<file path="config.mk">
export PLATFORM = sky130hd
export DESIGN_NAME = imem_loader
export DESIGN_NICKNAME = d
export VERILOG_FILES = /design/src/rtl/imem_loader_pkg.sv /design/src/rtl/imem_loader.sv
export SDC_FILE = /design/constraint.sdc
export NUM_CORES = 1
export LEC_CHECK = 0
export ABC_CLOCK_PERIOD_IN_PS = 2600
export BUFFER_PORTS_ARGS = -buffer_cell sky130_fd_sc_hd__buf_2
export CORE_MARGIN = 1.5
export CORE_UTILIZATION = 50
export DETAILED_ROUTE_END_ITERATION = 8
export PLACE_DENSITY_LB_ADDON = 0.05
export SLEW_MARGIN = 20
export SYNTH_ARGS = -nofsm -noshare
export SYNTH_HDL_FRONTEND = slang
export SYNTH_SLANG_ARGS = --single-unit
</file>
<file path="constraint.sdc">
create_clock -name clk_i -period 2.6 [get_ports clk_i]
set_clock_uncertainty 0.05 [all_clocks]
set_input_delay 0.13 -clock clk_i [delete_from_list [all_inputs] [get_ports clk_i]]
set_output_delay 0.13 -clock clk_i [all_outputs]
set_load 0.1 [all_outputs]
</file>
<file path="src/rtl/imem_loader_pkg.sv">
// Shared types and helpers for the instruction-memory byte-stream loader.
package imem_loader_pkg;

   // Width of the frame length field and of the payload byte counter.
   localparam int LEN_W = 16;

   // Loader FSM states. CHECK is reachable only when the checksum option is built in.
   typedef enum logic [2:0] {
      IDLE,
      LEN_LO,
      LEN_HI,
      DATA,
      CHECK,
      FIN,
      DONE,
      ERROR
   } state_e;

   // Running payload checksum: plain byte-wise XOR accumulation.
   function automatic logic [7:0] csum_acc(input logic [7:0] acc, input logic [7:0] b);
      return acc ^ b;
   endfunction

endpackage

</file>
<file path="src/rtl/imem_loader.sv">
// Byte-stream program loader: receives a length-prefixed frame, writes the
// payload into byte-addressed instruction memory starting at BASE_ADDR, and
// releases the core from reset once the whole frame has been accepted.
// Optional trailing XOR checksum byte: define IMEM_LOADER_CHECKSUM_EN.
module imem_loader
   import imem_loader_pkg::*;
#(
   parameter int ADDR_W    = 8,
   parameter int BASE_ADDR = 0
) (
   input  logic              clk_i,
   input  logic              rst_i,
   input  logic              load_i,
   input  logic [7:0]        rx_data_i,
   input  logic              rx_valid_i,
   output logic              rx_ready_o,
   output logic              mem_we_o,
   output logic [ADDR_W-1:0] mem_addr_o,
   output logic [7:0]        mem_data_o,
   output logic              cpu_rst_o,
   output logic              cpu_en_o,
   output logic              busy_o,
   output logic              error_o
);

   // Largest payload that fits between BASE_ADDR and the top of memory.
   localparam int unsigned MAX_LEN = (2 ** ADDR_W) - BASE_ADDR;

   state_e              state_q, state_d;
   logic [LEN_W-1:0]    len_q, len_d;
   logic [LEN_W-1:0]    cnt_q, cnt_d;
   logic                we_q, we_d;
   logic [ADDR_W-1:0]   addr_q, addr_d;
   logic [7:0]          data_q, data_d;
`ifdef IMEM_LOADER_CHECKSUM_EN
   logic [7:0]          csum_q, csum_d;
`endif

   logic             xfer;
   logic [LEN_W-1:0] len_full;

   assign xfer     = rx_valid_i && rx_ready_o;
   assign len_full = {rx_data_i, len_q[7:0]};

   // Status outputs are pure functions of the current state.
   assign rx_ready_o = (state_q == LEN_LO) || (state_q == LEN_HI) ||
                       (state_q == DATA)   || (state_q == CHECK);
   assign busy_o     = (state_q == LEN_LO) || (state_q == LEN_HI) ||
                       (state_q == DATA)   || (state_q == CHECK)  || (state_q == FIN);
   assign cpu_rst_o  = (state_q != DONE);
   assign cpu_en_o   = (state_q == DONE);
   assign error_o    = (state_q == ERROR);
   assign mem_we_o   = we_q;
   assign mem_addr_o = addr_q;
   assign mem_data_o = data_q;

   // State and datapath registers; synchronous reset wins over everything.
   always_ff @(posedge clk_i) begin
      // NOTE: non-blocking assignments so every register samples pre-edge values.
      if (rst_i) begin
         state_q <= IDLE;
         len_q   <= '0;
         cnt_q   <= '0;
         we_q    <= 1'b0;
         addr_q  <= ADDR_W'(BASE_ADDR);
         data_q  <= '0;
`ifdef IMEM_LOADER_CHECKSUM_EN
         csum_q  <= '0;
`endif
      end else begin
         state_q <= state_d;
         len_q   <= len_d;
         cnt_q   <= cnt_d;
         we_q    <= we_d;
         addr_q  <= addr_d;
         data_q  <= data_d;
`ifdef IMEM_LOADER_CHECKSUM_EN
         csum_q  <= csum_d;
`endif
      end
   end

   // Next-state and datapath update; load_i restarts from any state and drops a coincident byte.
   always_comb begin
      // NOTE: every target gets a default first so no latch is inferred.
      state_d = state_q;
      len_d   = len_q;
      cnt_d   = cnt_q;
      we_d    = 1'b0;
      addr_d  = addr_q;
      data_d  = data_q;
`ifdef IMEM_LOADER_CHECKSUM_EN
      csum_d  = csum_q;
`endif
      if (load_i) begin
         state_d = LEN_LO;
         cnt_d   = '0;
`ifdef IMEM_LOADER_CHECKSUM_EN
         csum_d  = '0;
`endif
      end else begin
         case (state_q)
            IDLE: ;
            LEN_LO: begin
               if (xfer) begin
                  len_d[7:0] = rx_data_i;
                  state_d    = LEN_HI;
               end
            end
            LEN_HI: begin
               if (xfer) begin
                  len_d = len_full;
                  if (32'(len_full) > MAX_LEN) begin
                     state_d = ERROR;
                  end else if (len_full == '0) begin
`ifdef IMEM_LOADER_CHECKSUM_EN
                     state_d = CHECK;
`else
                     state_d = FIN;
`endif
                  end else begin
                     state_d = DATA;
                  end
               end
            end
            DATA: begin
               if (xfer) begin
                  we_d   = 1'b1;
                  data_d = rx_data_i;
                  addr_d = ADDR_W'(32'(BASE_ADDR) + 32'(cnt_q));
                  cnt_d  = cnt_q + 1'b1;
`ifdef IMEM_LOADER_CHECKSUM_EN
                  csum_d = csum_acc(csum_q, rx_data_i);
`endif
                  if (cnt_q == len_q - 1'b1) begin
`ifdef IMEM_LOADER_CHECKSUM_EN
                     state_d = CHECK;
`else
                     state_d = FIN;
`endif
                  end
               end
            end
`ifdef IMEM_LOADER_CHECKSUM_EN
            CHECK: begin
               if (xfer) begin
                  state_d = (rx_data_i == csum_q) ? FIN : ERROR;
               end
            end
`endif
            FIN:   state_d = DONE;
            DONE:  ;
            ERROR: ;
            default: state_d = IDLE;
         endcase
      end
   end

endmodule

</file>
* After elaboration in Yosys (flattened, before gate mapping)
Cells that the tools add are included.
** Word-level totals
- Logic and storage cells :: 60
- Bits in registers :: 52
- Input bits :: 12
** Operators by class
- Muxes and demuxes :: 11
- Add/subtract/negate cells :: 2
- Order comparisons :: 1
- Reduce and logical (&&, ||, !) cells :: 16
- Bitwise operators :: 4
- Equality and inequality tests :: 18
** Operator list (count)
- $mux W3 :: 6
- $add A16 B1 Y16 const B :: 1
- $eq A16 B16 Y1 :: 1
- $gt A16 B9 Y1 const B :: 1
- $logic_not A16 Y1 :: 1
- $pmux W8 S2 :: 1
- $sub A16 B1 Y16 const B :: 1
- $pmux W3 S5 :: 1
- $eq A3 B3 Y1 const B :: 4
- $ne A3 B3 Y1 const B :: 4
- $reduce_and A5 Y1 :: 2
- $mux W8 :: 1
- $eq A3 B2 Y1 const B :: 2
- $ne A2 B2 Y1 const B :: 3
- $reduce_and A3 Y1 :: 2
- $reduce_or A3 Y1 :: 2
- $logic_or A1 B1 Y1 :: 4
- $ne A2 B1 Y1 const B :: 2
- $not A1 Y1 :: 4
- $reduce_and A4 Y1 :: 1
- $eq A3 B1 Y1 const B :: 1
- $logic_not A3 Y1 :: 1
- $ne A3 B2 Y1 const B :: 1
- $mux W1 :: 2
- 3 further kinds :: 3

* Logic depth before layout (Yosys ltp)
Gate-level depths: netlist of run 1.
- Word-level depth :: 8
- Depth in mapped cells :: 9
- Mapped depth without buffers :: 8

* Least setup slack after synthesis of run 1
Ideal clock, no wire load.
- Path type :: flip-flop to output port
- Start point :: register state_q[2]
- End point :: output rx_ready_o
- Arrival :: 2.842 ns
- Stages on the path, launching flop included :: 4
- Slack :: -0.422 ns
- Cells stage by stage :: dfxtp_1 clkbuf_1 nor2_1 a21boi_0
** On the way
- Longest elaborated chain between the ends :: 4
- Elaborated cells on any way between the ends :: 7
- Those cells by class :: eq/ne: 4; reduce/logical: 3
** Ends and longest elaborated chain
- start: declaration :: line imem_loader.sv:29 : state_e state_q, state_d;
- start signal: assignment :: line imem_loader.sv:71 : state_q <= state_d;
- $eq A3 B1 Y1 or $eq A3 B2 Y1 (tied branches) :: line imem_loader.sv:46 : assign rx_ready_o = (state_q == LEN_LO) || (state_q == LEN_HI) ||
- $logic_or A1 B1 Y1 (2 in series) :: line imem_loader.sv:46
- $logic_or A1 B1 Y1 (*) :: line imem_loader.sv:47 : (state_q == DATA) || (state_q == CHECK);
- end: declaration :: line imem_loader.sv:16 : output logic rx_ready_o,
Every way passes the cells marked *; elsewhere a longest branch is shown, timed or not.

* Final worst setup path of run 1
- Start point :: register len_q[0]
- End point :: register state_q[2]
** On the way
- Longest elaborated chain between the ends :: 5
- Elaborated cells on any way between the ends :: 10
- Those cells by class :: add/sub: 1; order compare: 1; eq/ne: 2; mux: 4; reduce/logical: 2
** Ends and longest elaborated chain
- start: declaration :: line imem_loader.sv:30 : logic [LEN_W-1:0] len_q, len_d;
- start signal: assignment :: line imem_loader.sv:72 : len_q <= len_d;
- branches (longest 5 deep; another with $sub A16 B1 Y16)
Several ways; the timed one is not identified. The select of a mux whose other input is x is not followed.
A chain may end at the register's enable or synchronous reset.

==> results of run 1 <==
worst min-delay path, delay by kind of cell:
family                 cells  cell delay (ns)
AND/OR/NAND/NOR            1             0.06
buffers and inverters      1             0.13
AO/OA/AOI/OAI              1             0.05
where the power goes:
part,internal (mW),total (mW),leakage (nW),switching [mW]
logic,0.0564,0.157,0.644,0.100
registers,0.802,0.813,0.419,0.0118
clock network,0.291,0.558,0.0558,0.266
total,1.15,1.53,1.12,0.379
metal layers:
| metal | up-vias | global-route usage |
|---|---|---|
| met2 | 34 | 0.333 |
| met1 | 1000 | 0.305 |
| met3 | 6 | 0.0397 |
| li1 | 1114 | - |
| met5 | - | 0 |
| met4 | 0 | 0.0536 |
how the worst min path moves through the flow:
| stage | from | to | slack (ns) | cells after the start |
|---|---|---|---|---|
| after floorplan | rx_data_i[0] | mem_data_o[0] | 0.22 | 2 |
| after global placement | rx_data_i[3] | mem_data_o[3] | 0.37 | 3 |
| after detailed placement | rx_data_i[3] | mem_data_o[3] | 0.38 | 3 |
| after CTS | rx_data_i[3] | mem_data_o[3] | 0.05 | 3 |
| after global routing | rx_data_i[3] | mem_data_o[3] | 0.03 | 3 |
| final | rx_data_i[3] | mem_data_o[3] | 0.05 | 3 |
state kept, by name (all words and copies together), names as in the netlist:
signal and flops:
cnt_q 16, len_q 16, mem_addr_o 8, mem_data_o 8, state_q 3, mem_we_o 1
layout by cell type, fill, tap and decap left out, types with 3 or more instances in the layout:
cell,count
sky130_fd_sc_hd__nor2_1,42
sky130_fd_sc_hd__dfxtp_1,52
sky130_fd_sc_hd__nor3_1,7
sky130_fd_sc_hd__nand2_1,44
sky130_fd_sc_hd__a21oi_1,26
sky130_fd_sc_hd__o21ai_0,7
sky130_fd_sc_hd__or3_1,3
sky130_fd_sc_hd__inv_1,7
sky130_fd_sc_hd__buf_2,33
sky130_fd_sc_hd__nor4_1,4
sky130_fd_sc_hd__buf_4,3
sky130_fd_sc_hd__mux2i_1,17
sky130_fd_sc_hd__xor2_1,10
sky130_fd_sc_hd__and3_1,4
sky130_fd_sc_hd__nor4_4,3
sky130_fd_sc_hd__nand4_1,5
sky130_fd_sc_hd__clkbuf_8,5
sky130_fd_sc_hd__nand3_1,9
sky130_fd_sc_hd__xnor2_1,26
final cells by class:
| class | count | area, um2 | share of cell area |
|---|---|---|---|
| Clock buffer | 6 | 72.6 | 0.0247 |
| Sequential cell | 52 | 1040 | 0.354 |
| Inverter | 7 | 26.3 | 0.00894 |
| Clock inverter | 2 | 38.8 | 0.0132 |
| Multi-Input combinational cell | 237 | 1490 | 0.506 |
| Timing Repair Buffer | 36 | 188 | 0.0638 |
| Tap cell | 70 | 87.6 | 0.0298 |
logic make-up after synthesis:
family	after synthesis	synth area share
buffers and inverters	23	0.0358
adders and majority gates	2	0.00955
xor gates and xnor gates	36	0.120
muxes	17	0.0649
AOI/OAI and AO/OA	44	0.0964
DFF	52	0.397
and+or+nand+nor	138	0.276
per-stage QoR:
step | utilization | power, mW | setup WS, ns | cell area [um2]
6_report | 0.579 | 1.53 | 0.385 | 2940
5_1_grt | 0.579 | 1.60 | 0.209 | 2940
4_1_cts | 0.579 | 1.54 | 0.390 | 2940
3_5_place_dp | 0.557 | 0.988 | 0.418 | 2830
3_3_place_gp | 0.557 | 0.988 | 0.569 | 2830
2_1_floorplan | - | 0.949 | 0.304 | 2620
==> results_tabular.tex, run 1 <==
\begin{tabular}{lr}
\hline
Metric & Value \\
\hline
\multicolumn{2}{l}{\textbf{Status}} \\
Run status & completed \\
\multicolumn{2}{l}{\textbf{Worst setup path}} \\
Largest fanout of any net on the critical path & 6 \\
Critical path depth in cells & 8 \\
R2r endpoint & state\_q[2] \\
Startpoint of the worst-slack reg-to-reg timing path & len\_q[0] \\
Cell with the largest stage delay on the worst path & sky130\_fd\_sc\_hd\_\_dfxtp\_1 \\
CP startpoint kind & flop \\
Cell count of the worst reg-to-reg path & 8 \\
Top delay family on crit path & simple AND/OR/NAND/NOR gates \\
Worst-path cell chain & inv\_1, ha\_1, nor3b\_4, nand3\_1, xor2\_1, a221oi\_1, nor4b\_2, a22o\_1 \\
Register-to-register setup slack & 0.38 ns \\
Combined buffer and inverter count along the critical path & 1 \\
Worst setup path end & state\_q[2] \\
Data arrival, critical path & 2.42 ns \\
Critical Path RT & 2.80 ns \\
Classification of the worst setup path & flop to flop \\
Nature of the critical path endpoint & flop \\
CP peak stage delay & 0.39 ns \\
Startpoint of the worst setup timing path & len\_q[0] \\
\multicolumn{2}{l}{\textbf{Floorplan}} \\
Area of the placeable core & 5070 um2 \\
Die footprint & 5690 um2 \\
Standard-cell rows & 26 \\
Die boundary width & 75.4 um \\
I/O pin count & 34 \\
Height of the die & 75.4 um \\
Initial cell density of the core & 0.517 \\
\multicolumn{2}{l}{\textbf{Timing}} \\
Tmin final & 2.22 ns \\
Setup Total Neg Slack & 0 ns \\
Number of pins exceeding their max-slew limit in the final report & 0 \\
Endpoints failing setup & 0 \\
Worst slew margin relative to its limit & 0.582 \\
RSZ-0062 raised after global routing & false \\
Min Hold Slack & 0.0522 ns \\
Fmax achieved & 0.451 GHz \\
Hold violation total from the final report & 0 \\
Least-Margin Pin Slew & 0.628 ns \\
Period utilisation layout & 0.852 \\
\multicolumn{2}{l}{\textbf{Global route}} \\
Final global-route overflow total & 0 \\
Global-route usage over all layers & 0.213 \\
Maximum number of pins on one net before global-route repair & 36 \\
Wire length of the first global-routing pass & 9050 um \\
Via count of the first global-routing pass & 1828 \\
Number of antenna violations at the first check in global routing & 0 \\
\multicolumn{2}{l}{\textbf{Clocking}} \\
Number of CTS-inserted buffers & 5 \\
Root cell of the clock tree & sky130\_fd\_sc\_hd\_\_clkbuf\_8 \\
Clock tree from TritonCTS & done \\
\# clock sinks & 52 \\
\# H-tree levels & 2 \\
Post-CTS setup repair buffer count & 0 \\
CTS max path bufs & 2 \\
Hold bufs inserted after CTS & 0 \\
Skew-Pair Late Insertion Delay & 0.30 ns \\
Post-CTS Resized & 0 \\
Clock Pin Slew Worst Setup and Hold Paths & 0.10 ns \\
\multicolumn{2}{l}{\textbf{Synth}} \\
Average size of a mapped cell & 8.40 um2 \\
Main flop type after synthesis & sky130\_fd\_sc\_hd\_\_dfxtp\_1 \\
EDFF count, synth & 0 \\
Count of warnings emitted by yosys & 0 \\
Synthesized netlist cell count & 312 \\
Total of flip-flops plus latches after synthesis & 52 \\
Fraction of synthesis flops using an asynchronous set or reset pin & 0 \\
Share of synthesized area occupied by flip-flops and latches & 0.397 \\
Synthesized Nets & 326 \\
Most used standard cells in the synthesized netlist & sky130\_fd\_sc\_hd\_\_dfxtp\_1, sky130\_fd\_sc\_hd\_\_nand2\_1, sky130\_fd\_sc\_hd\_\_nor2\_1 \\
Cell Area, Synth & 2620 um2 \\
Number of distinct library cells after synthesis & 42 \\
Largest cells by area after synthesis & sky130\_fd\_sc\_hd\_\_dfxtp\_1, sky130\_fd\_sc\_hd\_\_xnor2\_1, sky130\_fd\_sc\_hd\_\_mux2i\_1 \\
Top cell type by total area after synthesis & sky130\_fd\_sc\_hd\_\_dfxtp\_1 \\
Share of the synthesized area in the top cell type & 0.397 \\
Most frequently used cell type in the post-synthesis netlist & sky130\_fd\_sc\_hd\_\_dfxtp\_1 \\
\multicolumn{2}{l}{\textbf{Detailed routing}} \\
DRC violations left & 0 \\
Post-detailed-route count of antenna-violating nets & 0 \\
Detailed-route vias per instance & 5.25 \\
Sum of routed wire length over all layers & 5850 um \\
Routed length per instance & 14.3 um \\
Via total after detailed routing & 2154 \\
Pre-antenna DRT Iters & 4 \\
Drt initial violations & 99 \\
Wire length on met2 & 2670 um \\
Topmost layer with routed signal wires & met4 \\
Routed length on met3 & 178 um \\
Post-Route M1 WL & 2960 um \\
\multicolumn{2}{l}{\textbf{Place}} \\
Detailed Place HPWL & 4310 um \\
Number of placed cells counting well taps & 402 \\
Routability cong. & 0.816 \\
Count of port buffers added during placement & 33 \\
\multicolumn{2}{l}{\textbf{Run}} \\
Total of max-cap violations & 0 \\
\multicolumn{2}{l}{\textbf{Min path}} \\
Hold WC Path Type & input port to flop \\
\multicolumn{2}{l}{\textbf{Pwr}} \\
Cell Pwr Density & 520 nW/um2 \\
Peak supply drop & 0.285 mV \\
Cell leakage power & 1.12 nW \\
\multicolumn{2}{l}{\textbf{Cells and area}} \\
Share of final-layout standard cells stronger than drive strength 1 & 0.156 \\
Total number of nets in the final design & 353 \\
Filler cell count in the final layout & 502 \\
Post-layout instance count excluding filler cells & 410 \\
Number of antenna repair diodes & 0 \\
Syn-to-layout area delta & 12.2\% \\
\hline
\end{tabular}
Power figures use the tool's default switching activity.
==> inputs of run 2 (changes only) <==
--- a/config.mk
+++ b/config.mk
@@ -7,6 +7,7 @@
 export LEC_CHECK = 0
 export ABC_CLOCK_PERIOD_IN_PS = 2600
 export BUFFER_PORTS_ARGS = -buffer_cell sky130_fd_sc_hd__buf_2
+export CORE_ASPECT_RATIO = 0.75
 export CORE_MARGIN = 1.5
 export CORE_UTILIZATION = 50
 export DETAILED_ROUTE_END_ITERATION = 8
==> results_tabular.tex, run 2 (same netlist as run 1, synthesis figures left out) <==
\begin{tabular}{lr}
\hline
Metric & Value \\
\hline
\multicolumn{2}{l}{\textbf{Status}} \\
Run status & completed \\
\multicolumn{2}{l}{\textbf{Global route}} \\
Wire length of the first global-routing pass & 10300 um (+14\%) \\
Number of antenna violations at the first check in global routing & 0 (unchanged) \\
Final global-route overflow total & 0 (unchanged) \\
Via count of the first global-routing pass & 2042 (+12\%) \\
Maximum number of pins on one net before global-route repair & 35 (-2.8\%) \\
Global-route usage over all layers & 0.243 (+0.0292) \\
\multicolumn{2}{l}{\textbf{Detailed routing}} \\
Routed length per instance & 14.8 um (+3.9\%) \\
Via total after detailed routing & 2217 (+2.9\%) \\
Drt initial violations & 155 (+57\%) \\
Pre-antenna DRT Iters & 4 (unchanged) \\
DRC violations left & 0 (unchanged) \\
Detailed-route vias per instance & 5.36 (+1.9\%) \\
Sum of routed wire length over all layers & 6140 um (+4.9\%) \\
Post-detailed-route count of antenna-violating nets & 0 (unchanged) \\
\multicolumn{2}{l}{\textbf{Clocking}} \\
Root cell of the clock tree & sky130\_fd\_sc\_hd\_\_clkbuf\_8 \\
Post-CTS setup repair buffer count & 0 (unchanged) \\
Hold bufs inserted after CTS & 0 (unchanged) \\
Number of CTS-inserted buffers & 5 (unchanged) \\
Skew-Pair Late Insertion Delay & 0.31 ns (about the same) \\
Post-CTS Resized & 0 (unchanged) \\
Clock Pin Slew Worst Setup and Hold Paths & 0.11 ns (about the same) \\
Clock tree from TritonCTS & done \\
\# clock sinks & 52 (unchanged) \\
\# H-tree levels & 2 (unchanged) \\
CTS max path bufs & 2 (unchanged) \\
\multicolumn{2}{l}{\textbf{Cells and area}} \\
Most frequent standard cell in the layout excluding fill and tap cells & sky130\_fd\_sc\_hd\_\_dfxtp\_1 \\
Number of antenna repair diodes & 0 (unchanged) \\
Syn-to-layout area delta & 12.2\% (unchanged) \\
Share of final-layout standard cells stronger than drive strength 1 & 0.164 (+0.00786) \\
Post-layout utilization of the core & 0.590 (+0.0108) \\
Top library cells by usage in the layout, fill and taps aside & sky130\_fd\_sc\_hd\_\_dfxtp\_1, sky130\_fd\_sc\_hd\_\_nand2\_1, sky130\_fd\_sc\_hd\_\_nor2\_1 \\
Total number of nets in the final design & 355 (+0.57\%) \\
Largest regs & cnt\_q (16), len\_q (16) \\
\multicolumn{2}{l}{\textbf{Place}} \\
Detailed Place HPWL & 4510 um (+4.6\%) \\
Count of port buffers added during placement & 33 (unchanged) \\
Routability cong. & 0.849 (+4.0\%) \\
\multicolumn{2}{l}{\textbf{Timing}} \\
Setup Total Neg Slack & 0 ns (unchanged) \\
Hold violation total from the final report & 0 (unchanged) \\
Tmin final & 2.19 ns (-0.0263 ns) \\
Period utilisation layout & 0.842 (-0.0101) \\
RSZ-0062 raised after global routing & false \\
Worst slew margin relative to its limit & 0.616 (+0.0341) \\
Number of pins exceeding their max-slew limit in the final report & 0 (unchanged) \\
Endpoints failing setup & 0 (unchanged) \\
Least-Margin Pin Slew & 0.572 ns (-0.0558 ns) \\
Fmax achieved & 0.457 GHz (+1.2\%) \\
\multicolumn{2}{l}{\textbf{Min path}} \\
Hold WC Path Type & input port to flop \\
\multicolumn{2}{l}{\textbf{Run}} \\
Total of max-cap violations & 0 (unchanged) \\
\multicolumn{2}{l}{\textbf{Pwr}} \\
Cell leakage power & 1.12 nW (about the same) \\
Peak supply drop & 0.298 mV (+4.7\%) \\
Cell Pwr Density & 496 nW/um2 (-4.6\%) \\
\multicolumn{2}{l}{\textbf{Floorplan}} \\
Area of the placeable core & 4980 um2 (-1.8\%) \\
Initial cell density of the core & 0.526 (+0.00960) \\
Die boundary width & 86.6 um (+15\%) \\
Die footprint & 5690 um2 (about the same) \\
I/O pin count & 34 (unchanged) \\
Height of the die & 65.7 um (-13\%) \\
Standard-cell rows & 22 (-15\%) \\
\multicolumn{2}{l}{\textbf{Worst setup path}} \\
Critical Path RT & 2.81 ns (about the same) \\
Data arrival, critical path & 2.40 ns (-0.02 ns) \\
Classification of the worst setup path & flop to flop \\
Largest fanout of any net on the critical path & 6 (unchanged) \\
Nature of the critical path endpoint & flop \\
CP startpoint kind & flop \\
\hline
\end{tabular}
==> run 2: cell count changes in the layout (fill, tap and decap cells not counted) <==
cell,change
sky130_fd_sc_hd__clkinvlp_4,+1
sky130_fd_sc_hd__inv_6,+1
sky130_fd_sc_hd__buf_4,+2
sky130_fd_sc_hd__bufinv_16,-1
sky130_fd_sc_hd__clkbuf_1,-1
==> run 2: final cells by class <==
| cell class | instances | area (um2) |
|---|---|---|
| clock buffers | 5 | 68.8 |
| fillers | 467 | 2040 |
| flip-flops and latches | 52 | 1040 |
| multi-input cells | 237 | 1490 |
| well taps | 72 | 90.1 |
| clock inverters | 3 | 25.0 |
| repair buffers | 38 | 203 |
| inverters | 7 | 26.3 |
==> run 2: where the power goes <==
| part | internal (mW) | total, mW | switching, mW |
|---|---|---|---|
| clock network | 0.197 | 0.485 | 0.289 |
| logic | 0.0574 | 0.159 | 0.101 |
| registers | 0.802 | 0.814 | 0.0119 |
==> run 2: path summary, 6_finish.rpt <==
check                start             to  slack [ns]  cells after the start
min reg2reg  mem_data_o[1]  mem_data_o[1]        0.41                      2
min           rx_data_i[6]  mem_data_o[6]        0.04                      3
max reg2reg       len_q[0]     state_q[2]        0.41                      8
max               len_q[0]     state_q[2]        0.41                      8
==> run 2: per-layer routing <==
metal  global-route usage  vias up  wire length (um)
li1                     -     1127                 -
met1                0.362     1030              3090
met2                0.335       58              2650
met3               0.0666        2               363
met4               0.0726        0                38
met5                    0        -                 0
==> run 2: through the flow <==
step / hold slack [ns] / setup WS, ns / std cells / power, mW / area, um2
after floorplan: 0.216 / 0.304 / 312 / 0.949 / 2620
after global placement: 0.368 / 0.544 / 406 / 0.989 / 2850
after detailed placement: 0.383 / 0.452 / 406 / 0.990 / 2850
after CTS: 0.0232 / 0.400 / 414 / 1.48 / 2940
after global routing: 0.0274 / 0.212 / 414 / 1.53 / 2940
final: 0.0398 / 0.411 / 414 / 1.46 / 2940
==> run 2: worst max-delay path, cell delays in order, from the launching register on <==
cell and delay, ns:
sky130_fd_sc_hd__dfxtp_1 0.40, sky130_fd_sc_hd__inv_1 0.09, sky130_fd_sc_hd__ha_1 0.18, sky130_fd_sc_hd__nor3b_4 0.30
sky130_fd_sc_hd__nand3_1 0.20, sky130_fd_sc_hd__xor2_1 0.19, sky130_fd_sc_hd__a221oi_1 0.33, sky130_fd_sc_hd__nor4b_2 0.25
sky130_fd_sc_hd__a22o_1 0.15
==> inputs of run 3 (changes only) <==
--- a/config.mk
+++ b/config.mk
@@ -5,7 +5,8 @@
 export SDC_FILE = /design/constraint.sdc
 export NUM_CORES = 1
 export LEC_CHECK = 0
-export ABC_CLOCK_PERIOD_IN_PS = 2600
+export ABC_AREA = 1
+export ABC_CLOCK_PERIOD_IN_PS = 1800
 export BUFFER_PORTS_ARGS = -buffer_cell sky130_fd_sc_hd__buf_2
 export CORE_ASPECT_RATIO = 0.75
 export CORE_MARGIN = 1.5
==> constraint.sdc (replaced) <==
create_clock -name clk_i -period 1.8 [get_ports clk_i]
set_clock_uncertainty 0.05 [all_clocks]
set_input_delay 0.09 -clock clk_i [delete_from_list [all_inputs] [get_ports clk_i]]
set_output_delay 0.09 -clock clk_i [all_outputs]
set_load 0.1 [all_outputs]
==> results_tabular.tex, run 3 <==
\begin{tabular}{lr}
\hline
Metric & Value \\
\hline
\multicolumn{2}{l}{\textbf{Status}} \\
Run status & finished with violations \\
Violations in the final reports & negative setup slack \\
\multicolumn{2}{l}{\textbf{Place}} \\
Number of placed cells counting well taps & 587 (+45\%) \\
Routability cong. & 0.937 (+10\%) \\
Count of port buffers added during placement & 33 (unchanged) \\
Detailed Place HPWL & 6430 um (+43\%) \\
Total cell area at the placement stage & 3640 um2 (+28\%) \\
\multicolumn{2}{l}{\textbf{Cells and area}} \\
Post-layout instance count excluding filler cells & 609 (+47\%) \\
Syn-to-layout area delta & 35.5\% \\
Share of final-layout standard cells stronger than drive strength 1 & 0.358 (+0.194) \\
Most frequent standard cell in the layout excluding fill and tap cells & sky130\_fd\_sc\_hd\_\_nand2\_1 \\
Post-route cell area & 4070 um2 (+38\%) \\
Largest regs & cnt\_q (16), len\_q (16) \\
Top library cells by usage in the layout, fill and taps aside & sky130\_fd\_sc\_hd\_\_nand2\_1, sky130\_fd\_sc\_hd\_\_inv\_1, sky130\_fd\_sc\_hd\_\_buf\_4 \\
Post-layout utilization of the core & 0.702 (+0.112) \\
Total number of nets in the final design & 544 (+53\%) \\
Filler cell count in the final layout & 482 (+3.2\%) \\
Number of antenna repair diodes & 0 (unchanged) \\
\multicolumn{2}{l}{\textbf{Pwr}} \\
Cell Pwr Density & 605 nW/um2 (+22\%) \\
Logic pwr share & 0.219 (+0.110) \\
Cell leakage power & 1.91 nW (+70\%) \\
Peak supply drop & 0.344 mV (+15\%) \\
Power share of the sequential group & 0.477 (-0.081) \\
Total power after layout & 2.46 mW (+69\%) \\
Internal Pwr Total & 1.65 mW (+57\%) \\
Clock network power share & 0.303 (-0.030) \\
Share of total power consumed by net switching & 0.329 (+0.0530) \\
Switch Pwr & 0.810 mW (+100\%) \\
\multicolumn{2}{l}{\textbf{Worst setup path}} \\
Classification of the worst setup path & flop to flop \\
Largest fanout of any net on the critical path & 2 (-4) \\
Critical Path RT & 1.98 ns (-0.83 ns) \\
Nature of the critical path endpoint & flop \\
CP startpoint kind & flop \\
Data arrival, critical path & 2.20 ns (-0.20 ns) \\
Startpoint of the worst-slack reg-to-reg timing path & len\_q[1] \\
Register-to-register setup slack & -0.22 ns (-0.63 ns) \\
Startpoint of the worst setup timing path & len\_q[1] \\
\multicolumn{2}{l}{\textbf{Floorplan}} \\
Die footprint & 6480 um2 (+14\%) \\
Initial cell density of the core & 0.518 (-0.00798) \\
Standard-cell rows & 24 (+9.1\%) \\
I/O pin count & 34 (unchanged) \\
Area of the placeable core & 5800 um2 (+16\%) \\
Die boundary width & 92.5 um (+6.8\%) \\
Height of the die & 70.1 um (+6.7\%) \\
\multicolumn{2}{l}{\textbf{Synth}} \\
EDFF count, synth & 0 (unchanged) \\
Most used standard cells in the synthesized netlist & sky130\_fd\_sc\_hd\_\_nand2\_1, sky130\_fd\_sc\_hd\_\_inv\_1, sky130\_fd\_sc\_hd\_\_nor2\_1 \\
Share of the synthesized area in the top cell type & 0.347 (-0.0505) \\
Cell Area, Synth & 3000 um2 (+15\%) \\
Fraction of synthesis flops using an asynchronous set or reset pin & 0 (unchanged) \\
Count of warnings emitted by yosys & 0 (unchanged) \\
Main flop type after synthesis & sky130\_fd\_sc\_hd\_\_dfxtp\_1 \\
Share of synthesized area occupied by flip-flops and latches & 0.347 (-0.0505) \\
Largest cells by area after synthesis & sky130\_fd\_sc\_hd\_\_dfxtp\_1, sky130\_fd\_sc\_hd\_\_nand2\_1, sky130\_fd\_sc\_hd\_\_inv\_1 \\
Most frequently used cell type in the post-synthesis netlist & sky130\_fd\_sc\_hd\_\_nand2\_1 \\
Synthesized Nets & 458 (+40\%) \\
Number of distinct library cells after synthesis & 40 (-4.8\%) \\
Top cell type by total area after synthesis & sky130\_fd\_sc\_hd\_\_dfxtp\_1 \\
Average size of a mapped cell & 6.76 um2 (-19\%) \\
Total of flip-flops plus latches after synthesis & 52 (unchanged) \\
Synthesized netlist cell count & 444 (+42\%) \\
\multicolumn{2}{l}{\textbf{Clocking}} \\
CTS max path bufs & 2 (unchanged) \\
Root cell of the clock tree & sky130\_fd\_sc\_hd\_\_clkbuf\_8 \\
\# H-tree levels & 2 (unchanged) \\
Skew-Pair Late Insertion Delay & 0.32 ns (about the same) \\
Clock tree from TritonCTS & done \\
Clock Pin Slew Worst Setup and Hold Paths & 0.11 ns (about the same) \\
Number of CTS-inserted buffers & 5 (unchanged) \\
\# clock sinks & 52 (unchanged) \\
\multicolumn{2}{l}{\textbf{Timing}} \\
Endpoints failing setup & 7 (+7) \\
Period utilisation layout & 1.12 (+0.282) \\
Tmin final & 2.02 ns (-0.165 ns) \\
RSZ-0062 raised after global routing & true \\
Post-route worst setup slack & -0.224 ns (-0.635 ns) \\
Hold violation total from the final report & 0 (unchanged) \\
Setup Total Neg Slack & -0.709 ns (-0.709 ns) \\
Least-Margin Pin Slew & 0.491 ns (-0.0809 ns) \\
Fmax achieved & 0.494 GHz (+8.2\%) \\
Worst slew margin relative to its limit & 0.675 (+0.0593) \\
Number of pins exceeding their max-slew limit in the final report & 0 (unchanged) \\
\multicolumn{2}{l}{\textbf{Global route}} \\
Final global-route overflow total & 0 (unchanged) \\
Maximum number of pins on one net before global-route repair & 23 (-34\%) \\
Via count of the first global-routing pass & 2755 (+35\%) \\
Global-route usage over all layers & 0.270 (+0.0274) \\
Number of antenna violations at the first check in global routing & 0 (unchanged) \\
Wire length of the first global-routing pass & 13700 um (+32\%) \\
\multicolumn{2}{l}{\textbf{Detailed routing}} \\
Via total after detailed routing & 3201 (+44\%) \\
Routed length per instance & 14.3 um (-3.7\%) \\
Sum of routed wire length over all layers & 8700 um (+42\%) \\
Drt initial violations & 300 (+94\%) \\
Detailed-route vias per instance & 5.26 (-1.8\%) \\
Pre-antenna DRT Iters & 7 (+3) \\
Post-detailed-route count of antenna-violating nets & 0 (unchanged) \\
DRC violations left & 0 (unchanged) \\
\multicolumn{2}{l}{\textbf{Min path}} \\
Hold WC Path Type & input port to flop \\
Beginning of the worst hold path & rx\_data\_i[5] \\
\multicolumn{2}{l}{\textbf{Run}} \\
Total of max-cap violations & 0 (unchanged) \\
\hline
\end{tabular}
-- run 3: layout make-up --
cell class	count	area, um2	share of cell area
Clock inverter	3	28.8	0.00707
Inverter	61	244	0.0600
Multi-Input combinational cell	323	1970	0.484
Sequential cell	52	1050	0.259
Clock buffer	5	68.8	0.0169
Timing Repair Buffer	87	607	0.149
Tap cell	78	97.6	0.0240
-- run 3: path summary, 6_finish.rpt --
path | end | depth (start not counted)
setup / recovery | state_q[1] | 17
hold / removal | mem_data_o[5] | 3
setup reg to reg | state_q[1] | 17
hold reg to reg | mem_data_o[5] | 2
-- run 3: logic make-up after synthesis --
| logic type | share of synthesized area |
|---|---|
| AOI/OAI and AO/OA | 0.155 |
| xor gates and xnor gates | 0.0321 |
| adders and majority gates | 0.00833 |
| buffers and inverters | 0.0958 |
| DFF | 0.347 |
| and+or+nand+nor | 0.362 |
-- run 3: worst max-delay path: stages, from the launching register on --
cell and delay, ns:
sky130_fd_sc_hd__dfxtp_2 0.36, sky130_fd_sc_hd__inv_2 0.06, sky130_fd_sc_hd__ha_4 0.26, sky130_fd_sc_hd__inv_2 0.02, sky130_fd_sc_hd__nand2_1 0.06, sky130_fd_sc_hd__nand2_1 0.06
sky130_fd_sc_hd__nor2_2 0.13, sky130_fd_sc_hd__nand3_1 0.10, sky130_fd_sc_hd__nor2_1 0.11, sky130_fd_sc_hd__nand2_1 0.06, sky130_fd_sc_hd__nor2_1 0.08, sky130_fd_sc_hd__nand2_1 0.08
sky130_fd_sc_hd__nor2_1 0.12, sky130_fd_sc_hd__nand3_1 0.12, sky130_fd_sc_hd__nand2_2 0.11, sky130_fd_sc_hd__nand3_2 0.06, sky130_fd_sc_hd__nand2_2 0.08, sky130_fd_sc_hd__inv_2 0.03
-- run 3: power by group through the flow --
stage | combinational [mW] | sequential, mW | clock, mW
floorplan | 0.331 | 1.20 | 0
global placement | 0.467 | 1.20 | 0
detailed placement | 0.474 | 1.20 | 0
CTS | 0.494 | 1.18 | 0.760
global route | 0.590 | 1.18 | 0.814
finish | 0.540 | 1.18 | 0.747
-- run 3: per-layer routing --
| layer | vias to the layer above | global-route usage | wire length, um |
|---|---|---|---|
| li1 | 1620 | - | - |
| met3 | 13 | 0.0414 | 615 |
| met4 | 0 | 0.0479 | 87 |
| met2 | 130 | 0.400 | 3770 |
| met1 | 1438 | 0.414 | 4230 |
| met5 | - | 0 | 0 |
-- run 3: what timing repair did --
action / 4_1_cts / 5_1_grt
gates resized for setup: 20 / 51
hold endpoints to repair: 3 / 0
setup endpoints to repair: 15 / 39
setup buffers: 9 / 3
pin swaps: 6 / 24
hold buffers: 1 / 0
cloned: 0 / 1
-- run 3: per-stage QoR --
step	hold slack (ns)	worst slack [ns]
CTS	0.0339	-0.0884
global route	0.0393	-0.324
detailed placement	0.286	-0.147
finish	0.0337	-0.224
floorplan	0.109	-0.410
global placement	0.283	-0.102
